--- src/rtl/datapath_p_if.sv ---
// datapath_p_if: controller/memory-facing strobes and results of the parametrised datapath.
interface datapath_p_if #(
  parameter int WIDTH = 16,
  parameter int NREGS = 8,
  parameter int PCW   = 8
);
  localparam int RW = $clog2(NREGS);
  logic             write;
  logic [RW-1:0]    writenum;
  logic [RW-1:0]    readnum;
  logic [1:0]       vsel;
  logic [WIDTH-1:0] mdata;
  logic [WIDTH-1:0] sximm5;
  logic [WIDTH-1:0] sximm8;
  logic             loada;
  logic             loadb;
  logic             loadc;
  logic             loads;
  logic             loadIR;
  logic             loadPC;
  logic             asel;
  logic             bsel;
  logic [1:0]       shift;
  logic [2:0]       ALUop;
  logic [1:0]       pcsel;
  logic [WIDTH-1:0] datapath_out;
  logic [3:0]       status;
  logic [PCW-1:0]   PC;
  logic [WIDTH-1:0] IRout;
  modport master (
    output write, writenum, readnum, vsel, mdata, sximm5, sximm8,
           loada, loadb, loadc, loads, loadIR, loadPC, asel, bsel, shift, ALUop, pcsel,
    input  datapath_out, status, PC, IRout
  );
  modport slave (
    input  write, writenum, readnum, vsel, mdata, sximm5, sximm8,
           loada, loadb, loadc, loads, loadIR, loadPC, asel, bsel, shift, ALUop, pcsel,
    output datapath_out, status, PC, IRout
  );
endinterface

--- src/rtl/datapath_p.sv ---
// datapath_p: register file, A/B/C pipeline, shifter, NZVC ALU, PC and IR, all generic in width.
module datapath_p #(
  parameter int WIDTH = 16,
  parameter int NREGS = 8,
  parameter int PCW   = 8
) (
  input logic          clk,
  input logic          reset,
  datapath_p_if.slave  bus
);
  logic [WIDTH-1:0] regs_q [NREGS];
  logic [WIDTH-1:0] regs_d [NREGS];
  logic [WIDTH-1:0] a_q, a_d, b_q, b_d, c_q, c_d, ir_q, ir_d;
  logic [3:0]       status_q, status_d;
  logic [PCW-1:0]   pc_q, pc_d, pc_inc, pc_rel;
  logic [WIDTH-1:0] wdata, rdata, b_sh, ain, bin, op2, res;
  logic [WIDTH:0]   sum;
  logic             cin, arith, v_flag, c_flag;
  assign rdata = regs_q[bus.readnum];
  assign wdata = bus.vsel == 2'b00 ? c_q :
                 bus.vsel == 2'b01 ? bus.sximm8 :
                 bus.vsel == 2'b10 ? WIDTH'(pc_q) : bus.mdata;
  assign b_sh = bus.shift == 2'b00 ? b_q :
                bus.shift == 2'b01 ? {b_q[WIDTH-2:0], 1'b0} :
                bus.shift == 2'b10 ? {1'b0, b_q[WIDTH-1:1]} : {b_q[WIDTH-1], b_q[WIDTH-1:1]};
  assign ain = bus.asel ? '0 : a_q;
  assign bin = bus.bsel ? bus.sximm5 : b_sh;
  // SUB is A + ~B + 1, so carry-out doubles as the "no borrow" flag
  assign op2   = bus.ALUop == 3'b001 ? ~bin : bin;
  assign cin   = bus.ALUop == 3'b001 ? 1'b1 : bus.ALUop == 3'b110 ? status_q[0] : 1'b0;
  assign sum   = {1'b0, ain} + {1'b0, op2} + {{WIDTH{1'b0}}, cin};
  assign arith = bus.ALUop == 3'b000 || bus.ALUop == 3'b001 || bus.ALUop == 3'b110;
  always_comb begin
    case (bus.ALUop)
      3'b010:  res = ain & bin;
      3'b011:  res = ~bin;
      3'b100:  res = ain | bin;
      3'b101:  res = ain ^ bin;
      3'b111:  res = bin;
      default: res = sum[WIDTH-1:0];
    endcase
  end
  assign v_flag = arith && (ain[WIDTH-1] == op2[WIDTH-1]) && (sum[WIDTH-1] != ain[WIDTH-1]);
  assign c_flag = arith && sum[WIDTH];
  assign pc_inc = pc_q + PCW'(1);
  assign pc_rel = pc_inc + bus.sximm8[PCW-1:0];
  always_comb begin
    regs_d = regs_q;
    if (bus.write) regs_d[bus.writenum] = wdata;
    a_d      = bus.loada ? rdata : a_q;
    b_d      = bus.loadb ? rdata : b_q;
    c_d      = bus.loadc ? res : c_q;
    status_d = bus.loads ? {res[WIDTH-1], res == '0, v_flag, c_flag} : status_q;
    ir_d     = bus.loadIR ? bus.mdata : ir_q;
    pc_d     = !bus.loadPC ? pc_q :
               bus.pcsel == 2'b00 ? pc_inc :
               bus.pcsel == 2'b01 ? c_q[PCW-1:0] :
               bus.pcsel == 2'b10 ? pc_rel : pc_q;
  end
  always_ff @(posedge clk) begin
    if (reset) begin
      for (int i = 0; i < NREGS; i++) regs_q[i] <= '0;
      a_q      <= '0;
      b_q      <= '0;
      c_q      <= '0;
      status_q <= '0;
      ir_q     <= '0;
      pc_q     <= '0;
    end else begin
      regs_q   <= regs_d;
      a_q      <= a_d;
      b_q      <= b_d;
      c_q      <= c_d;
      status_q <= status_d;
      ir_q     <= ir_d;
      pc_q     <= pc_d;
    end
  end
  assign bus.datapath_out = c_q;
  assign bus.status       = status_q;
  assign bus.PC           = pc_q;
  assign bus.IRout        = ir_q;
endmodule
--- src/flat_wrapper.sv ---
// flat-port wrapper written by rule: the top's interface ports become plain ports
module datapath_p_flat 
#(
  parameter int WIDTH = 16,
  parameter int NREGS = 8,
  parameter int PCW   = 8
)
  (clk, reset, bus_write, bus_writenum, bus_readnum, bus_vsel, bus_mdata, bus_sximm5, bus_sximm8, bus_loada, bus_loadb, bus_loadc, bus_loads, bus_loadIR, bus_loadPC, bus_asel, bus_bsel, bus_shift, bus_ALUop, bus_pcsel, bus_datapath_out, bus_status, bus_PC, bus_IRout);
  datapath_p_if #(.WIDTH(WIDTH), .NREGS(NREGS), .PCW(PCW)) bus_i ();
  input logic clk;
  input logic reset;
  input wire logic [$bits(bus_i.write)-1:0] bus_write;
  input wire logic [$bits(bus_i.writenum)-1:0] bus_writenum;
  input wire logic [$bits(bus_i.readnum)-1:0] bus_readnum;
  input wire logic [$bits(bus_i.vsel)-1:0] bus_vsel;
  input wire logic [$bits(bus_i.mdata)-1:0] bus_mdata;
  input wire logic [$bits(bus_i.sximm5)-1:0] bus_sximm5;
  input wire logic [$bits(bus_i.sximm8)-1:0] bus_sximm8;
  input wire logic [$bits(bus_i.loada)-1:0] bus_loada;
  input wire logic [$bits(bus_i.loadb)-1:0] bus_loadb;
  input wire logic [$bits(bus_i.loadc)-1:0] bus_loadc;
  input wire logic [$bits(bus_i.loads)-1:0] bus_loads;
  input wire logic [$bits(bus_i.loadIR)-1:0] bus_loadIR;
  input wire logic [$bits(bus_i.loadPC)-1:0] bus_loadPC;
  input wire logic [$bits(bus_i.asel)-1:0] bus_asel;
  input wire logic [$bits(bus_i.bsel)-1:0] bus_bsel;
  input wire logic [$bits(bus_i.shift)-1:0] bus_shift;
  input wire logic [$bits(bus_i.ALUop)-1:0] bus_ALUop;
  input wire logic [$bits(bus_i.pcsel)-1:0] bus_pcsel;
  output wire logic [$bits(bus_i.datapath_out)-1:0] bus_datapath_out;
  output wire logic [$bits(bus_i.status)-1:0] bus_status;
  output wire logic [$bits(bus_i.PC)-1:0] bus_PC;
  output wire logic [$bits(bus_i.IRout)-1:0] bus_IRout;
  assign bus_i.write = bus_write;
  assign bus_i.writenum = bus_writenum;
  assign bus_i.readnum = bus_readnum;
  assign bus_i.vsel = bus_vsel;
  assign bus_i.mdata = bus_mdata;
  assign bus_i.sximm5 = bus_sximm5;
  assign bus_i.sximm8 = bus_sximm8;
  assign bus_i.loada = bus_loada;
  assign bus_i.loadb = bus_loadb;
  assign bus_i.loadc = bus_loadc;
  assign bus_i.loads = bus_loads;
  assign bus_i.loadIR = bus_loadIR;
  assign bus_i.loadPC = bus_loadPC;
  assign bus_i.asel = bus_asel;
  assign bus_i.bsel = bus_bsel;
  assign bus_i.shift = bus_shift;
  assign bus_i.ALUop = bus_ALUop;
  assign bus_i.pcsel = bus_pcsel;
  assign bus_datapath_out = bus_i.datapath_out;
  assign bus_status = bus_i.status;
  assign bus_PC = bus_i.PC;
  assign bus_IRout = bus_i.IRout;
  datapath_p #(.WIDTH(WIDTH), .NREGS(NREGS), .PCW(PCW)) u_core (.clk(clk), .reset(reset), .bus(bus_i));
endmodule
--- config.mk ---
export PLATFORM = sky130hd
export DESIGN_NAME = datapath_p_flat
export DESIGN_NICKNAME = d
export VERILOG_FILES = /design/src/rtl/datapath_p_if.sv /design/src/rtl/datapath_p.sv /design/src/flat_wrapper.sv
export SDC_FILE = /design/constraint.sdc
export NUM_CORES = 1
export LEC_CHECK = 0
export ABC_AREA = 1
export CAP_MARGIN = 30
export CORE_UTILIZATION = 40
export CTS_CLUSTER_SIZE = 12
export DETAILED_ROUTE_END_ITERATION = 12
export SYNTH_ARGS = -nofsm -noshare
export SYNTH_HDL_FRONTEND = slang
export SYNTH_SLANG_ARGS = --single-unit
export TNS_END_PERCENT = 20
--- constraint.sdc ---
create_clock -name clk -period 8.6 [get_ports clk]
set_clock_uncertainty 0.05 [all_clocks]
set_input_delay 1.72 -clock clk [delete_from_list [all_inputs] [get_ports clk]]
set_output_delay 1.72 -clock clk [all_outputs]
set_load 0.02 [all_outputs]
* Word-level counts from Yosys, hierarchy flattened *
Index checks and enable logic that the tools add are counted.

word-level totals
  output and inout bits = 44
  register bits after elaboration = 204
  logic and storage cells = 76
  input bits = 74
  memories kept = 0
  memory bits (writable) = 0
  latch bits = 0
  memory bits (read-only) = 0

cells by class
  bitwise operators = 6
  add/subtract/negate cells = 4
  multiplexer cells = 21
  reduce and logical (&&, ||, !) cells = 13
  shift-type cells = 0
  $lt $le $gt $ge = 3
  multipliers = 0
  eq/ne operators = 15
  div/mod/pow operators = 0

operators with widths
  cell                                                                    count
  16-bit two-way mux                                                      12
  128-bit bitwise mux                                                     1
  16-bit one-hot mux with 5 select lines                                  1
  16-bit binary-select mux with 3-bit select                              1
  16-bit demux with 3-bit select                                          1
  8-bit two-way mux                                                       3
  16-bit by 16-bit adder with 17-bit output                               1
  17-bit by 1-bit adder with 17-bit output                                1
  16-bit AND                                                              1
  16-bit zero test                                                        1
  16-bit NOT                                                              1
  16-bit OR                                                               1
  16-bit XOR                                                              1
  3-bit equality test (second input constant)                             4
  8-bit by 1-bit adder with 8-bit output (second input constant)          1
  8-bit adder                                                             1
  4-bit greater-or-equal comparator (second input constant)               2
  3-bit NOT with 4-bit output                                             2
  2-bit by 1-bit equality test with 1-bit output (second input constant)  3
  2-bit equality test (second input constant)                             3
  3-bit by 2-bit equality test with 1-bit output (second input constant)  2
  2-bit zero test                                                         3
  1-bit logical AND                                                       4
  4-bit by 1-bit < comparator with 1-bit output (second input constant)   1
  8 further kinds                                                         10

* Logic depth before layout (Yosys ltp) *
Gate-level depths: netlist (run 1).

  depth in word-level cells = 11
  depth in mapped cells = 24
  depth with buffers taken out = 23

* Least setup slack after synthesis (run 1) *
OpenSTA, ideal clock, no wires.

  path kind = input-to-reg
  from = input port bus_ALUop[2]
  to = register u_core.status_q[2] (netlist: u_core.bus.status[2])
  setup time = 0.071 ns
  path slack = 3.852 ns
  required time = 8.479 ns
  arrival = 4.627 ns
  path buffers = 2
  stages = 21
  cell sequence = buf_2 nor2_1 inv_1 nor2_1 buf_2 xor2_1 fa_1 fa_1 inv_1 nand3_1 nand3_1 nand3_1 nand3_1 nand2_1 nand3_1 nand2_1 nor2_1 nand2_1 nor2_1 nand3_1 a21oi_1

on the way
  cells in the longest elaborated chain, start to end = 6
  elaborated cells on any way between the ends = 14
  classes of those cells = 2 x add/sub; 7 x eq/ne; 4 x mux; 1 x reduce/logical

ends and longest elaborated chain
  element                                                                                RTL line                            RTL
  start: declaration                                                                     flat_wrapper.sv:28                  input wire logic [$bits(bus_i.ALUop)-1:0] bus_ALUop;
  3-bit by 1-bit equality test with 1-bit output or 3-bit equality test (tied branches)  datapath_p.sv:29, datapath_p.sv:30
  16-bit two-way mux or 1-bit two-way mux (tied branches)                                datapath_p.sv:29, datapath_p.sv:30
  16-bit by 16-bit adder with 17-bit output or 1-bit two-way mux (tied branches)         datapath_p.sv:31, datapath_p.sv:30
  17-bit by 1-bit adder with 17-bit output                                               datapath_p.sv:31                    assign sum = {1'b0, ain} + {1'b0, op2} + {{WIDTH{1'b0}}, cin};
  16-bit one-hot mux with 5 select lines (*)                                             datapath_p.sv:34                    case (bus.ALUop)
  16-bit zero test (*)                                                                   datapath_p.sv:53                    status_d = bus.loads ? {res[WIDTH-1], res == '0, v_flag, c_flag} : status_q;
  end signal: assignment                                                                 datapath_p.sv:74                    status_q <= status_d;
  end: declaration                                                                       datapath_p.sv:14                    logic [3:0] status_q, status_d;

Mark *: on every way between the ends. The rest lies on a longest branch, timed or not.
A chain may end at the register's enable or synchronous reset.

* Worst setup path in the final report (run 1) *
  from = input port bus_bsel
  to = register u_core.status_q[2] (netlist: u_core.bus.status[2])

on the way
  cells in the longest elaborated chain, start to end = 7
  elaborated cells on any way between the ends = 10
  classes of those cells = 2 x add/sub; 3 x mux; 4 x bitwise; 1 x reduce/logical

ends and longest elaborated chain
  element                                     RTL line                            RTL
  start: declaration                          flat_wrapper.sv:26                  input wire logic [$bits(bus_i.bsel)-1:0] bus_bsel;
  16-bit two-way mux (*)                      datapath_p.sv:27                    assign bin = bus.bsel ? bus.sximm5 : b_sh;
  16-bit NOT                                  datapath_p.sv:29, datapath_p.sv:36
  16-bit two-way mux                          datapath_p.sv:29                    assign op2 = bus.ALUop == 3'b001 ? ~bin : bin;
  16-bit by 16-bit adder with 17-bit output   datapath_p.sv:31
  17-bit by 1-bit adder with 17-bit output    datapath_p.sv:31
  16-bit one-hot mux with 5 select lines (*)  datapath_p.sv:34
  16-bit zero test (*)                        datapath_p.sv:53

Marks and branches as above.

==> flow_summary.html, run 1 <==
<table>
<tr><th>Metric</th><th>Value</th></tr>
<tr><th colspan="2">Setup path</th></tr>
<tr><td>Master of the slowest instance on the critical path</td><td>sky130_fd_sc_hd__clkdlybuf4s50_1</td></tr>
<tr><td>Critical path data arrival time</td><td>between 5000 and 6000 ps</td></tr>
<tr><td>Chain of cells forming the critical path</td><td>clkdlybuf4s50_1 -&gt; inv_1 -&gt; or2_2 -&gt; nand2_1 -&gt; xor2_1 -&gt; fa_1 -&gt; fa_1 -&gt; inv_1 -&gt; nand3_1 -&gt; nand3_1 -&gt; nand3_1 -&gt; nand3_1 -&gt; nand2_1 -&gt; nand3_1 -&gt; nand2_1 -&gt; nor2_1 -&gt; nand2_1 -&gt; nor2_1 -&gt; nand3_1 -&gt; a21oi_1</td></tr>
<tr><td>Category of cells accounting for the largest share of critical-path delay</td><td>simple AND/OR/NAND/NOR gates</td></tr>
<tr><td>Most common cell type on the critical path</td><td>sky130_fd_sc_hd__nand3_1</td></tr>
<tr><td>Critical register-to-register path startpoint</td><td>u_core.b_q[1]</td></tr>
<tr><td>Highest cell delay on the worst timing path</td><td>around 1100 ps</td></tr>
<tr><td>Sort of element at the start of the critical path</td><td>input pin</td></tr>
<tr><td>Setup crit end kind</td><td>flip-flop</td></tr>
<tr><td>Worst EP required</td><td>9000 ps</td></tr>
<tr><td>Reg-to-reg setup timing slack</td><td>roughly 5400 ps</td></tr>
<tr><td>Crit path kind</td><td>in2reg</td></tr>
<tr><td>Destination of the worst register-to-register timing path</td><td>u_core.bus.status[2]</td></tr>
<tr><td>CP max FO</td><td>27</td></tr>
<tr><td>Depth of the most critical reg-to-reg path</td><td>19</td></tr>
<tr><td>Buffering stage count on the worst path with inverters included</td><td>3</td></tr>
<tr><th colspan="2">Clock network</th></tr>
<tr><td>CTS tree</td><td>built</td></tr>
<tr><td>Number of clock sinks</td><td>a little over 200</td></tr>
<tr><td>Post-CTS setup-driven buffer insertion count</td><td>0</td></tr>
<tr><td>Hold buffer count at cts</td><td>0</td></tr>
<tr><td>Number of buffers inserted during clock tree synthesis</td><td>24</td></tr>
<tr><td>Max Buffers Root-to-Sink</td><td>3</td></tr>
<tr><td>Clock H-tree levels</td><td>1</td></tr>
<tr><td>Worst-skew pair later-pin latency</td><td>about 550 ps</td></tr>
<tr><td>Clock root buffer master</td><td>sky130_fd_sc_hd__clkbuf_16</td></tr>
<tr><td>PostCTS Resize Cnt</td><td>0</td></tr>
<tr><td>Clock-pin slew of the registers on the worst-case setup and hold paths</td><td>roughly 60 ps</td></tr>
<tr><th colspan="2">Placed design</th></tr>
<tr><td>Placed inst area</td><td>between 10000 and 15000 sq um</td></tr>
<tr><td>Post-Place Worst Slack</td><td>about 2700 ps</td></tr>
<tr><td>GPL Wtd Cong</td><td>~0.94</td></tr>
<tr><td>Cells after DPL</td><td>approximately 2300</td></tr>
<tr><td>Number of port buffers</td><td>about 120</td></tr>
<tr><td>Half-perimeter wire length after detailed placement</td><td>27.3 mm</td></tr>
<tr><th colspan="2">Synthesis</th></tr>
<tr><td>Ys flop type</td><td>sky130_fd_sc_hd__dfxtp_1</td></tr>
<tr><td>Main area contributors after synthesis</td><td>sky130_fd_sc_hd__dfxtp_1, sky130_fd_sc_hd__o21ai_0, sky130_fd_sc_hd__nand2_1</td></tr>
<tr><td>Flops &amp; latches, synth</td><td>slightly above 200</td></tr>
<tr><td>Synth Area in Adders</td><td>under 10%</td></tr>
<tr><td>Share of the synthesized area in compound gates (AO/OA/AOI/OAI)</td><td>between 20% and 30%</td></tr>
<tr><td>Mux contribution to synthesized area</td><td>0%</td></tr>
<tr><td>Synth Area in Simple Gates</td><td>about a fifth</td></tr>
<tr><td>Synthesized net count</td><td>1970</td></tr>
<tr><td>Number of flops mapped to enable cells by yosys</td><td>0</td></tr>
<tr><td>Mean instance size in the synthesized netlist</td><td>around 6.5 sq um</td></tr>
<tr><td>Sequential-to-total area share from yosys stat</td><td>approximately a third</td></tr>
<tr><td>Count of mapped cells out of synthesis</td><td>between 1500 and 2000</td></tr>
<tr><td>Area share of the largest cell type after synthesis</td><td>approximately a third</td></tr>
<tr><td>Number of unique standard cell types used by synthesis</td><td>39</td></tr>
<tr><td>Xor-xnor portion of the synthesized cell area</td><td>between 1.5 and 2%</td></tr>
<tr><td>Number of synthesis warnings</td><td>0</td></tr>
<tr><td>Fraction of registers with async set/reset</td><td>0%</td></tr>
<tr><td>Area leader, netlist</td><td>sky130_fd_sc_hd__dfxtp_1</td></tr>
<tr><td>Largest family of logic cells by synthesized area</td><td>compound AO/OA/AOI/OAI gates</td></tr>
<tr><td>Post-synth design cell area</td><td>roughly 12000 sq um</td></tr>
<tr><th colspan="2">STA</th></tr>
<tr><td>Clock period minus final worst setup slack</td><td>5380 ps</td></tr>
<tr><td>Period Utilization, post-route</td><td>between 60% and 70%</td></tr>
<tr><td>TNS Setup</td><td>0 ps</td></tr>
<tr><td>Normalized max-slew margin</td><td>approximately a third</td></tr>
<tr><td>Number of setup violations in the final report</td><td>0</td></tr>
<tr><td>Worst hold slack</td><td>around 420 ps</td></tr>
<tr><td>Max-slew violation count</td><td>0</td></tr>
<tr><td>Setup repair after global routing missed its margin</td><td>false</td></tr>
<tr><td>Number of hold violations in the final report</td><td>0</td></tr>
<tr><td>Slew at the pin closest to its max-slew limit</td><td>approximately 960 ps</td></tr>
<tr><td>Top achievable clock speed</td><td>between 150 and 200 MHz</td></tr>
<tr><td>Final setup slack of the worst path</td><td>roughly 3200 ps</td></tr>
<tr><th colspan="2">Pwr</th></tr>
<tr><td>Total power</td><td>between 2 and 3 mW</td></tr>
<tr><td>Power per Cell Area</td><td>~190 nW/um^2</td></tr>
<tr><td>Leakage power</td><td>between 6 and 7 nW</td></tr>
<tr><td>Worst ir drop on vdd</td><td>0.000132 V</td></tr>
<tr><th colspan="2">Layout</th></tr>
<tr><td>Fraction of layout cells with a size suffix above 1</td><td>3.79%</td></tr>
<tr><td>Final Instance Count excl. Fillers</td><td>approximately 2300</td></tr>
<tr><td>ANT cells</td><td>0</td></tr>
<tr><td>Multi-input logic area</td><td>approximately 6500 sq um</td></tr>
<tr><td>Most used cells in the layout excluding fill and tap cells</td><td>sky130_fd_sc_hd__o21ai_0, sky130_fd_sc_hd__nand2_1, sky130_fd_sc_hd__inv_1</td></tr>
<tr><td>Area growth, synth to finish</td><td>19.2%</td></tr>
<tr><td>Number of fill cells in the layout</td><td>about 3000</td></tr>
<tr><td>Post-route cell area</td><td>14200 sq um</td></tr>
<tr><td>Leading cell type in the layout, fill and taps excluded</td><td>sky130_fd_sc_hd__o21ai_0</td></tr>
<tr><td>Total Nets Final</td><td>slightly above 2000</td></tr>
<tr><td>Post-route core utilization</td><td>between 40% and 50%</td></tr>
<tr><td>Register cell area after layout</td><td>4080 sq um</td></tr>
<tr><th colspan="2">Global routing</th></tr>
<tr><td>GR Overflow Total</td><td>0</td></tr>
<tr><td>Maximum number of pins on one net before global-route repair</td><td>97</td></tr>
<tr><td>Vias in the first global route</td><td>roughly 11000</td></tr>
<tr><td>Overall track demand over capacity in global routing</td><td>roughly a quarter</td></tr>
<tr><td>Initial antenna violation count</td><td>0</td></tr>
<tr><td>Global-route wire length before repair</td><td>around 61 mm</td></tr>
<tr><th colspan="2">Drt</th></tr>
<tr><td>DR vias</td><td>11975</td></tr>
<tr><td>Violation count after the first detailed-routing iteration</td><td>between 900 and 1000</td></tr>
<tr><td>Initial DRT Pass Iterations</td><td>5</td></tr>
<tr><td>Total Routed Length</td><td>a little under 40 mm</td></tr>
<tr><td>Post-DR vias/cell</td><td>5.18</td></tr>
<tr><td>Drt wl/cell</td><td>about 17 um</td></tr>
<tr><td>Number of nets with antenna violations after detailed routing</td><td>0</td></tr>
<tr><td>Post-detailed-route DRC marker count</td><td>0</td></tr>
<tr><th colspan="2">Hold path</th></tr>
<tr><td>Classification of the worst-slack hold path</td><td>reg2reg</td></tr>
<tr><td>HP Start</td><td>u_core.bus.status[2]</td></tr>
<tr><td>Endpoint of the worst hold-timing path</td><td>u_core.bus.status[2]</td></tr>
<tr><td>Number of cells on the worst hold path</td><td>2</td></tr>
<tr><th colspan="2">Floorplanning</th></tr>
<tr><td>Standard cell core area</td><td>roughly 29000 sq um</td></tr>
<tr><td>Effective utilization at floorplan</td><td>between 40% and 50%</td></tr>
<tr><td>Chip Height</td><td>175 um</td></tr>
<tr><td>Total Die Area</td><td>30500 sq um</td></tr>
<tr><td>Chip Width</td><td>roughly 170 um</td></tr>
<tr><td>Ports placed on the boundary</td><td>around 120</td></tr>
<tr><td>Number of standard-cell rows in the floorplan</td><td>62</td></tr>
<tr><th colspan="2">Run</th></tr>
<tr><td>Max-capacitance violation count</td><td>0</td></tr>
<tr><th colspan="2">Status</th></tr>
<tr><td>Status</td><td>finished, final reports clean</td></tr>
</table>
[power by group]
part	switching [mW]	internal, mW	total (mW)
Combinational	0.339	0.185	0.525
Sequential	0.0344	0.994	1.03
Clock	0.423	0.672	1.10
[final cells by class]
cell class | instances | share of cell area, %
clock buffer | 33 | 4.75
clock inverter | 8 | 1.23
sequential | 204 | 28.8
multi-input combinational | 1278 | 45.6
timing repair buffer | 137 | 9.28
inverter | 266 | 7.03
tap | 384 | 3.38
[state kept, by name, summed over array words and instances (netlist names)]
register                 count
u_core.regs_q              128
u_core.bus.datapath_out     16
u_core.bus.IRout            16
u_core.b_q                  16
u_core.bus.status            4
u_core.bus.PC                8
u_core.a_q                  16
[Yosys cell counts (5+ instances only)]
| master | instances |
|---|---|
| sky130_fd_sc_hd__o22ai_1 | 15 |
| sky130_fd_sc_hd__o21ai_0 | 319 |
| sky130_fd_sc_hd__o221ai_1 | 9 |
| sky130_fd_sc_hd__nor2_1 | 242 |
| sky130_fd_sc_hd__a31oi_1 | 5 |
| sky130_fd_sc_hd__o21ai_1 | 16 |
| sky130_fd_sc_hd__xor2_1 | 23 |
| sky130_fd_sc_hd__buf_2 | 10 |
| sky130_fd_sc_hd__nand3_1 | 59 |
| sky130_fd_sc_hd__clkbuf_1 | 67 |
| sky130_fd_sc_hd__inv_1 | 261 |
| sky130_fd_sc_hd__o211ai_1 | 9 |
| sky130_fd_sc_hd__ha_1 | 56 |
| sky130_fd_sc_hd__nand2_1 | 277 |
| sky130_fd_sc_hd__dfxtp_1 | 204 |
| sky130_fd_sc_hd__nand4_1 | 6 |
| sky130_fd_sc_hd__buf_1 | 9 |
| sky130_fd_sc_hd__a21oi_1 | 204 |
[layer usage]
layer | global-route usage (%) | part of all wire [%]
met4 | 6.30 | 2.2
met5 | 0 | 0
met1 | 34.6 | 47
met3 | 2.33 | 3.6
met2 | 42.2 | 47
[worst max path at each step]
stage / startpoint / endpoint / slack, ps / depth (start not counted)
after floorplan: bus_ALUop[2] / u_core.bus.status[2] / 3850 / 21
after global placement: bus_bsel / u_core.bus.status[2] / 2840 / 20
after detailed placement: bus_bsel / u_core.bus.status[2] / 2740 / 20
after CTS: bus_bsel / u_core.bus.status[2] / 3270 / 20
after global routing: bus_bsel / u_core.bus.status[2] / 2920 / 20
final: bus_bsel / u_core.bus.status[2] / 3220 / 20
[logic make-up after synthesis]
family,after synthesis
and+or+nand+nor,603
AOI/OAI and AO/OA,590
buffers and inverters,355
DFF,204
adders and majority gates,59
xor gates and xnor gates,26
[tightest hold or removal path: stages (launching register included)]
cell	delay (ps)
sky130_fd_sc_hd__dfxtp_1	310
sky130_fd_sc_hd__nand2_1	60
sky130_fd_sc_hd__a21oi_1	60
(Power assumes the default switching activity.)
==> inputs of run 2 (changes only) <==
- clock period: 8.6 -> 5.5 ns (I/O delays scaled with it)
==> flow_summary.html, run 2 (synthesized netlist as in run 1, its figures left out) <==
<table>
<tr><th>Metric</th><th>Value</th></tr>
<tr><th colspan="2">Clock network</th></tr>
<tr><td>Clock-pin slew of the registers on the worst-case setup and hold paths</td><td>60 ps (about the same)</td></tr>
<tr><td>Number of clock sinks</td><td>204 (unchanged)</td></tr>
<tr><td>Clock H-tree levels</td><td>1 (unchanged)</td></tr>
<tr><td>Hold buffer count at cts</td><td>0 (unchanged)</td></tr>
<tr><td>Post-CTS setup-driven buffer insertion count</td><td>0 (unchanged)</td></tr>
<tr><td>Worst-skew pair later-pin latency</td><td>530 ps (was 550 ps)</td></tr>
<tr><td>Number of buffers inserted during clock tree synthesis</td><td>24 (unchanged)</td></tr>
<tr><td>Clock root buffer master</td><td>sky130_fd_sc_hd__clkbuf_16 (unchanged)</td></tr>
<tr><td>CTS tree</td><td>built (unchanged)</td></tr>
<tr><td>PostCTS Resize Cnt</td><td>0 (unchanged)</td></tr>
<tr><td>Max Buffers Root-to-Sink</td><td>3 (unchanged)</td></tr>
<tr><th colspan="2">STA</th></tr>
<tr><td>Setup repair after global routing missed its margin</td><td>false (unchanged)</td></tr>
<tr><td>Top achievable clock speed</td><td>243 MHz</td></tr>
<tr><td>Clock period minus final worst setup slack</td><td>roughly 4100 ps</td></tr>
<tr><td>Number of hold violations in the final report</td><td>0 (unchanged)</td></tr>
<tr><td>TNS Setup</td><td>0 ps (unchanged)</td></tr>
<tr><td>Slew at the pin closest to its max-slew limit</td><td>1010 ps (was 960 ps)</td></tr>
<tr><td>Max-slew violation count</td><td>0 (unchanged)</td></tr>
<tr><td>Normalized max-slew margin</td><td>31.9% (was 35.3%)</td></tr>
<tr><td>Period Utilization, post-route</td><td>around 75%</td></tr>
<tr><td>Number of setup violations in the final report</td><td>0 (unchanged)</td></tr>
<tr><th colspan="2">Setup path</th></tr>
<tr><td>Highest cell delay on the worst timing path</td><td>510 ps (was 1070 ps)</td></tr>
<tr><td>Destination of the worst register-to-register timing path</td><td>u_core.bus.status[2] (unchanged)</td></tr>
<tr><td>Critical path data arrival time</td><td>4510 ps (was 5780 ps)</td></tr>
<tr><td>Worst EP required</td><td>5900 ps (was 9000 ps)</td></tr>
<tr><td>Reg-to-reg setup timing slack</td><td>2420 ps (was 5440 ps)</td></tr>
<tr><td>Chain of cells forming the critical path</td><td>clkdlybuf4s50_1 -&gt; nor2_4 -&gt; nand2_1 -&gt; nand2_1 -&gt; nand2_1 -&gt; xor2_1 -&gt; fa_1 -&gt; fa_1 -&gt; inv_1 -&gt; nand3_1 -&gt; nand3_1 -&gt; nand3_1 -&gt; nand3_1 -&gt; nand2_1 -&gt; nand3_1 -&gt; nand2_1 -&gt; nor2_1 -&gt; nand2_1 -&gt; nor2_1 -&gt; nand3_1 -&gt; a21oi_1 (was clkdlybuf4s50_1 -&gt; inv_1 -&gt; or2_2 -&gt; nand2_1 -&gt; xor2_1 -&gt; fa_1 -&gt; fa_1 -&gt; inv_1 -&gt; nand3_1 -&gt; nand3_1 -&gt; nand3_1 -&gt; nand3_1 -&gt; nand2_1 -&gt; nand3_1 -&gt; nand2_1 -&gt; nor2_1 -&gt; nand2_1 -&gt; nor2_1 -&gt; nand3_1 -&gt; a21oi_1)</td></tr>
<tr><td>Master of the slowest instance on the critical path</td><td>sky130_fd_sc_hd__clkdlybuf4s50_1 (unchanged)</td></tr>
<tr><td>Buffering stage count on the worst path with inverters included</td><td>2 (was 3)</td></tr>
<tr><td>Crit path kind</td><td>in2reg (unchanged)</td></tr>
<tr><td>CP max FO</td><td>15 (was 27)</td></tr>
<tr><td>Depth of the most critical reg-to-reg path</td><td>19 (unchanged)</td></tr>
<tr><td>Sort of element at the start of the critical path</td><td>input pin (unchanged)</td></tr>
<tr><td>Setup crit end kind</td><td>flip-flop (unchanged)</td></tr>
<tr><td>Critical register-to-register path startpoint</td><td>u_core.b_q[0] (was u_core.b_q[1])</td></tr>
<tr><td>Category of cells accounting for the largest share of critical-path delay</td><td>simple AND/OR/NAND/NOR gates (unchanged)</td></tr>
<tr><th colspan="2">Layout</th></tr>
<tr><td>Leading cell type in the layout, fill and taps excluded</td><td>sky130_fd_sc_hd__o21ai_0 (unchanged)</td></tr>
<tr><td>Area growth, synth to finish</td><td>19.2% (about the same)</td></tr>
<tr><td>Number of fill cells in the layout</td><td>2997 (was 3015)</td></tr>
<tr><td>Register with the most flip-flops</td><td>u_core.regs_q (unchanged)</td></tr>
<tr><td>ANT cells</td><td>0 (unchanged)</td></tr>
<tr><td>Final Instance Count excl. Fillers</td><td>2318 (was 2310)</td></tr>
<tr><td>Total Nets Final</td><td>2049 (was 2044)</td></tr>
<tr><td>Most used cells in the layout excluding fill and tap cells</td><td>sky130_fd_sc_hd__o21ai_0, sky130_fd_sc_hd__nand2_1, sky130_fd_sc_hd__inv_1 (unchanged)</td></tr>
<tr><td>Post-route core utilization</td><td>49.0% (about the same)</td></tr>
<tr><td>Fraction of layout cells with a size suffix above 1</td><td>4.19% (was 3.79%)</td></tr>
<tr><td>Flip-flop count of the largest register after layout</td><td>128 (unchanged)</td></tr>
<tr><th colspan="2">Floorplanning</th></tr>
<tr><td>Effective utilization at floorplan</td><td>41.1% (unchanged)</td></tr>
<tr><td>Chip Width</td><td>175 um (unchanged)</td></tr>
<tr><td>Number of standard-cell rows in the floorplan</td><td>62 (unchanged)</td></tr>
<tr><td>Total Die Area</td><td>30500 sq um (unchanged)</td></tr>
<tr><td>Chip Height</td><td>175 um (unchanged)</td></tr>
<tr><td>Standard cell core area</td><td>29000 sq um (unchanged)</td></tr>
<tr><td>Ports placed on the boundary</td><td>118 (unchanged)</td></tr>
<tr><th colspan="2">Drt</th></tr>
<tr><td>Violation count after the first detailed-routing iteration</td><td>831 (was 916)</td></tr>
<tr><td>Total Routed Length</td><td>38.3 mm (was 38.6 mm)</td></tr>
<tr><td>Post-detailed-route DRC marker count</td><td>0 (unchanged)</td></tr>
<tr><td>Number of nets with antenna violations after detailed routing</td><td>0 (unchanged)</td></tr>
<tr><td>DR vias</td><td>11929 (was 11975)</td></tr>
<tr><td>Initial DRT Pass Iterations</td><td>5 (unchanged)</td></tr>
<tr><td>Drt wl/cell</td><td>16.5 um (was 16.7 um)</td></tr>
<tr><td>Post-DR vias/cell</td><td>5.15 (was 5.18)</td></tr>
<tr><th colspan="2">Placed design</th></tr>
<tr><td>Number of port buffers</td><td>117 (unchanged)</td></tr>
<tr><td>Half-perimeter wire length after detailed placement</td><td>27.4 mm (was 27.3 mm)</td></tr>
<tr><td>GPL Wtd Cong</td><td>0.968 (was 0.945)</td></tr>
<tr><td>Cells after DPL</td><td>2274 (was 2269)</td></tr>
<tr><th colspan="2">Run</th></tr>
<tr><td>Max-capacitance violation count</td><td>0 (unchanged)</td></tr>
<tr><th colspan="2">Global routing</th></tr>
<tr><td>Vias in the first global route</td><td>11025 (was 10953)</td></tr>
<tr><td>Global-route wire length before repair</td><td>61.2 mm (was 61.0 mm)</td></tr>
<tr><td>Overall track demand over capacity in global routing</td><td>25.2% (was 25.1%)</td></tr>
<tr><td>GR Overflow Total</td><td>0 (unchanged)</td></tr>
<tr><td>Initial antenna violation count</td><td>0 (unchanged)</td></tr>
<tr><td>Maximum number of pins on one net before global-route repair</td><td>113 (was 97)</td></tr>
<tr><th colspan="2">Hold path</th></tr>
<tr><td>Classification of the worst-slack hold path</td><td>reg2reg (unchanged)</td></tr>
<tr><td>Endpoint of the worst hold-timing path</td><td>u_core.bus.status[2] (unchanged)</td></tr>
<tr><td>Number of cells on the worst hold path</td><td>2 (unchanged)</td></tr>
<tr><td>HP Start</td><td>u_core.bus.status[2] (unchanged)</td></tr>
<tr><th colspan="2">Pwr</th></tr>
<tr><td>Sw frac</td><td>30.3% (was 30.1%)</td></tr>
<tr><td>Switching power summed over all nets</td><td>1.22 mW (was 0.797 mW)</td></tr>
<tr><td>Clock group share of total power</td><td>39.8% (was 41.4%)</td></tr>
<tr><td>Worst ir drop on vdd</td><td>0.000267 V (was 0.000132 V)</td></tr>
<tr><td>Logic gate share of total power</td><td>20.3% (was 19.8%)</td></tr>
<tr><td>Share of power burned in registers</td><td>39.9% (was 38.8%)</td></tr>
<tr><td>Internal power component</td><td>2.81 mW (was 1.85 mW)</td></tr>
<tr><td>Total power</td><td>4.03 mW (was 2.65 mW)</td></tr>
<tr><td>Leakage power</td><td>6.78 nW (was 6.77 nW)</td></tr>
<tr><td>Power per Cell Area</td><td>284 nW/um^2 (was 186 nW/um^2)</td></tr>
<tr><th colspan="2">Status</th></tr>
<tr><td>Status</td><td>finished, final reports clean (unchanged)</td></tr>
</table>
==> run 2: cell type report <==
class / count / area [sq um] / share of cell area (%)
inverter: 266 / 998 / 7.03
clock buffer: 37 / 729 / 5.14
multi-input combinational: 1278 / 6470 / 45.6
clock inverter: 7 / 85.1 / 0.599
sequential: 204 / 4080 / 28.8
timing repair buffer: 142 / 1350 / 9.52
tap: 384 / 480 / 3.38
==> run 2: worst max path at each step <==
stage | startpoint | end | slack, ps | cells after the start
after floorplan | bus_ALUop[2] | u_core.bus.status[2] | 1370 | 21
after global placement | bus_shift[1] | u_core.bus.status[2] | 950 | 21
after detailed placement | bus_shift[1] | u_core.bus.status[2] | 870 | 21
after CTS | bus_shift[1] | u_core.bus.status[2] | 1390 | 21
after global routing | bus_shift[1] | u_core.bus.status[2] | 1020 | 24
final | bus_shift[1] | u_core.bus.status[2] | 1380 | 21
==> run 2: through the flow <==
| stage | hold WS, ps | area [sq um] | setup WS [ps] |
|---|---|---|---|
| 2_1_floorplan | 440 | 11900 | 1370 |
| 5_1_grt | 426 | 14200 | 1020 |
| 3_3_place_gp | 407 | 13400 | 953 |
| 6_report | 415 | 14200 | 1380 |
| 3_5_place_dp | 407 | 13400 | 868 |
| 4_1_cts | 416 | 14200 | 1390 |
==> run 2: worst reg2reg max path: cells and delay by family (launching register included) <==
family / cells / cell delay [ps]
buffers and inverters: 1 / 90
DFF: 1 / 410
adders and majority gates: 2 / 910
AOI/OAI and AO/OA: 1 / 130
and+or+nand+nor: 14 / 1260
xor gates and xnor gates: 1 / 180
==> run 2: layer usage <==
layer	wire [um]	share of wire (%)	vias to the layer above	GRT usage, %
li1	-	-	6148	-
met5	0	0	-	0
met2	18100	47	255	42.2
met1	18200	47	5486	34.9
met4	690	1.8	0	5.33
met3	1360	3.6	40	2.48
==> run 2: power by group through the flow <==
stage / Combinational [mW] / Clock (mW) / Sequential (mW)
finish: 0.818 / 1.60 / 1.61
global route: 0.917 / 1.70 / 1.62
CTS: 0.818 / 1.64 / 1.61
detailed placement: 0.813 / 0 / 1.64
global placement: 0.806 / 0 / 1.64
floorplan: 0.489 / 0 / 1.65
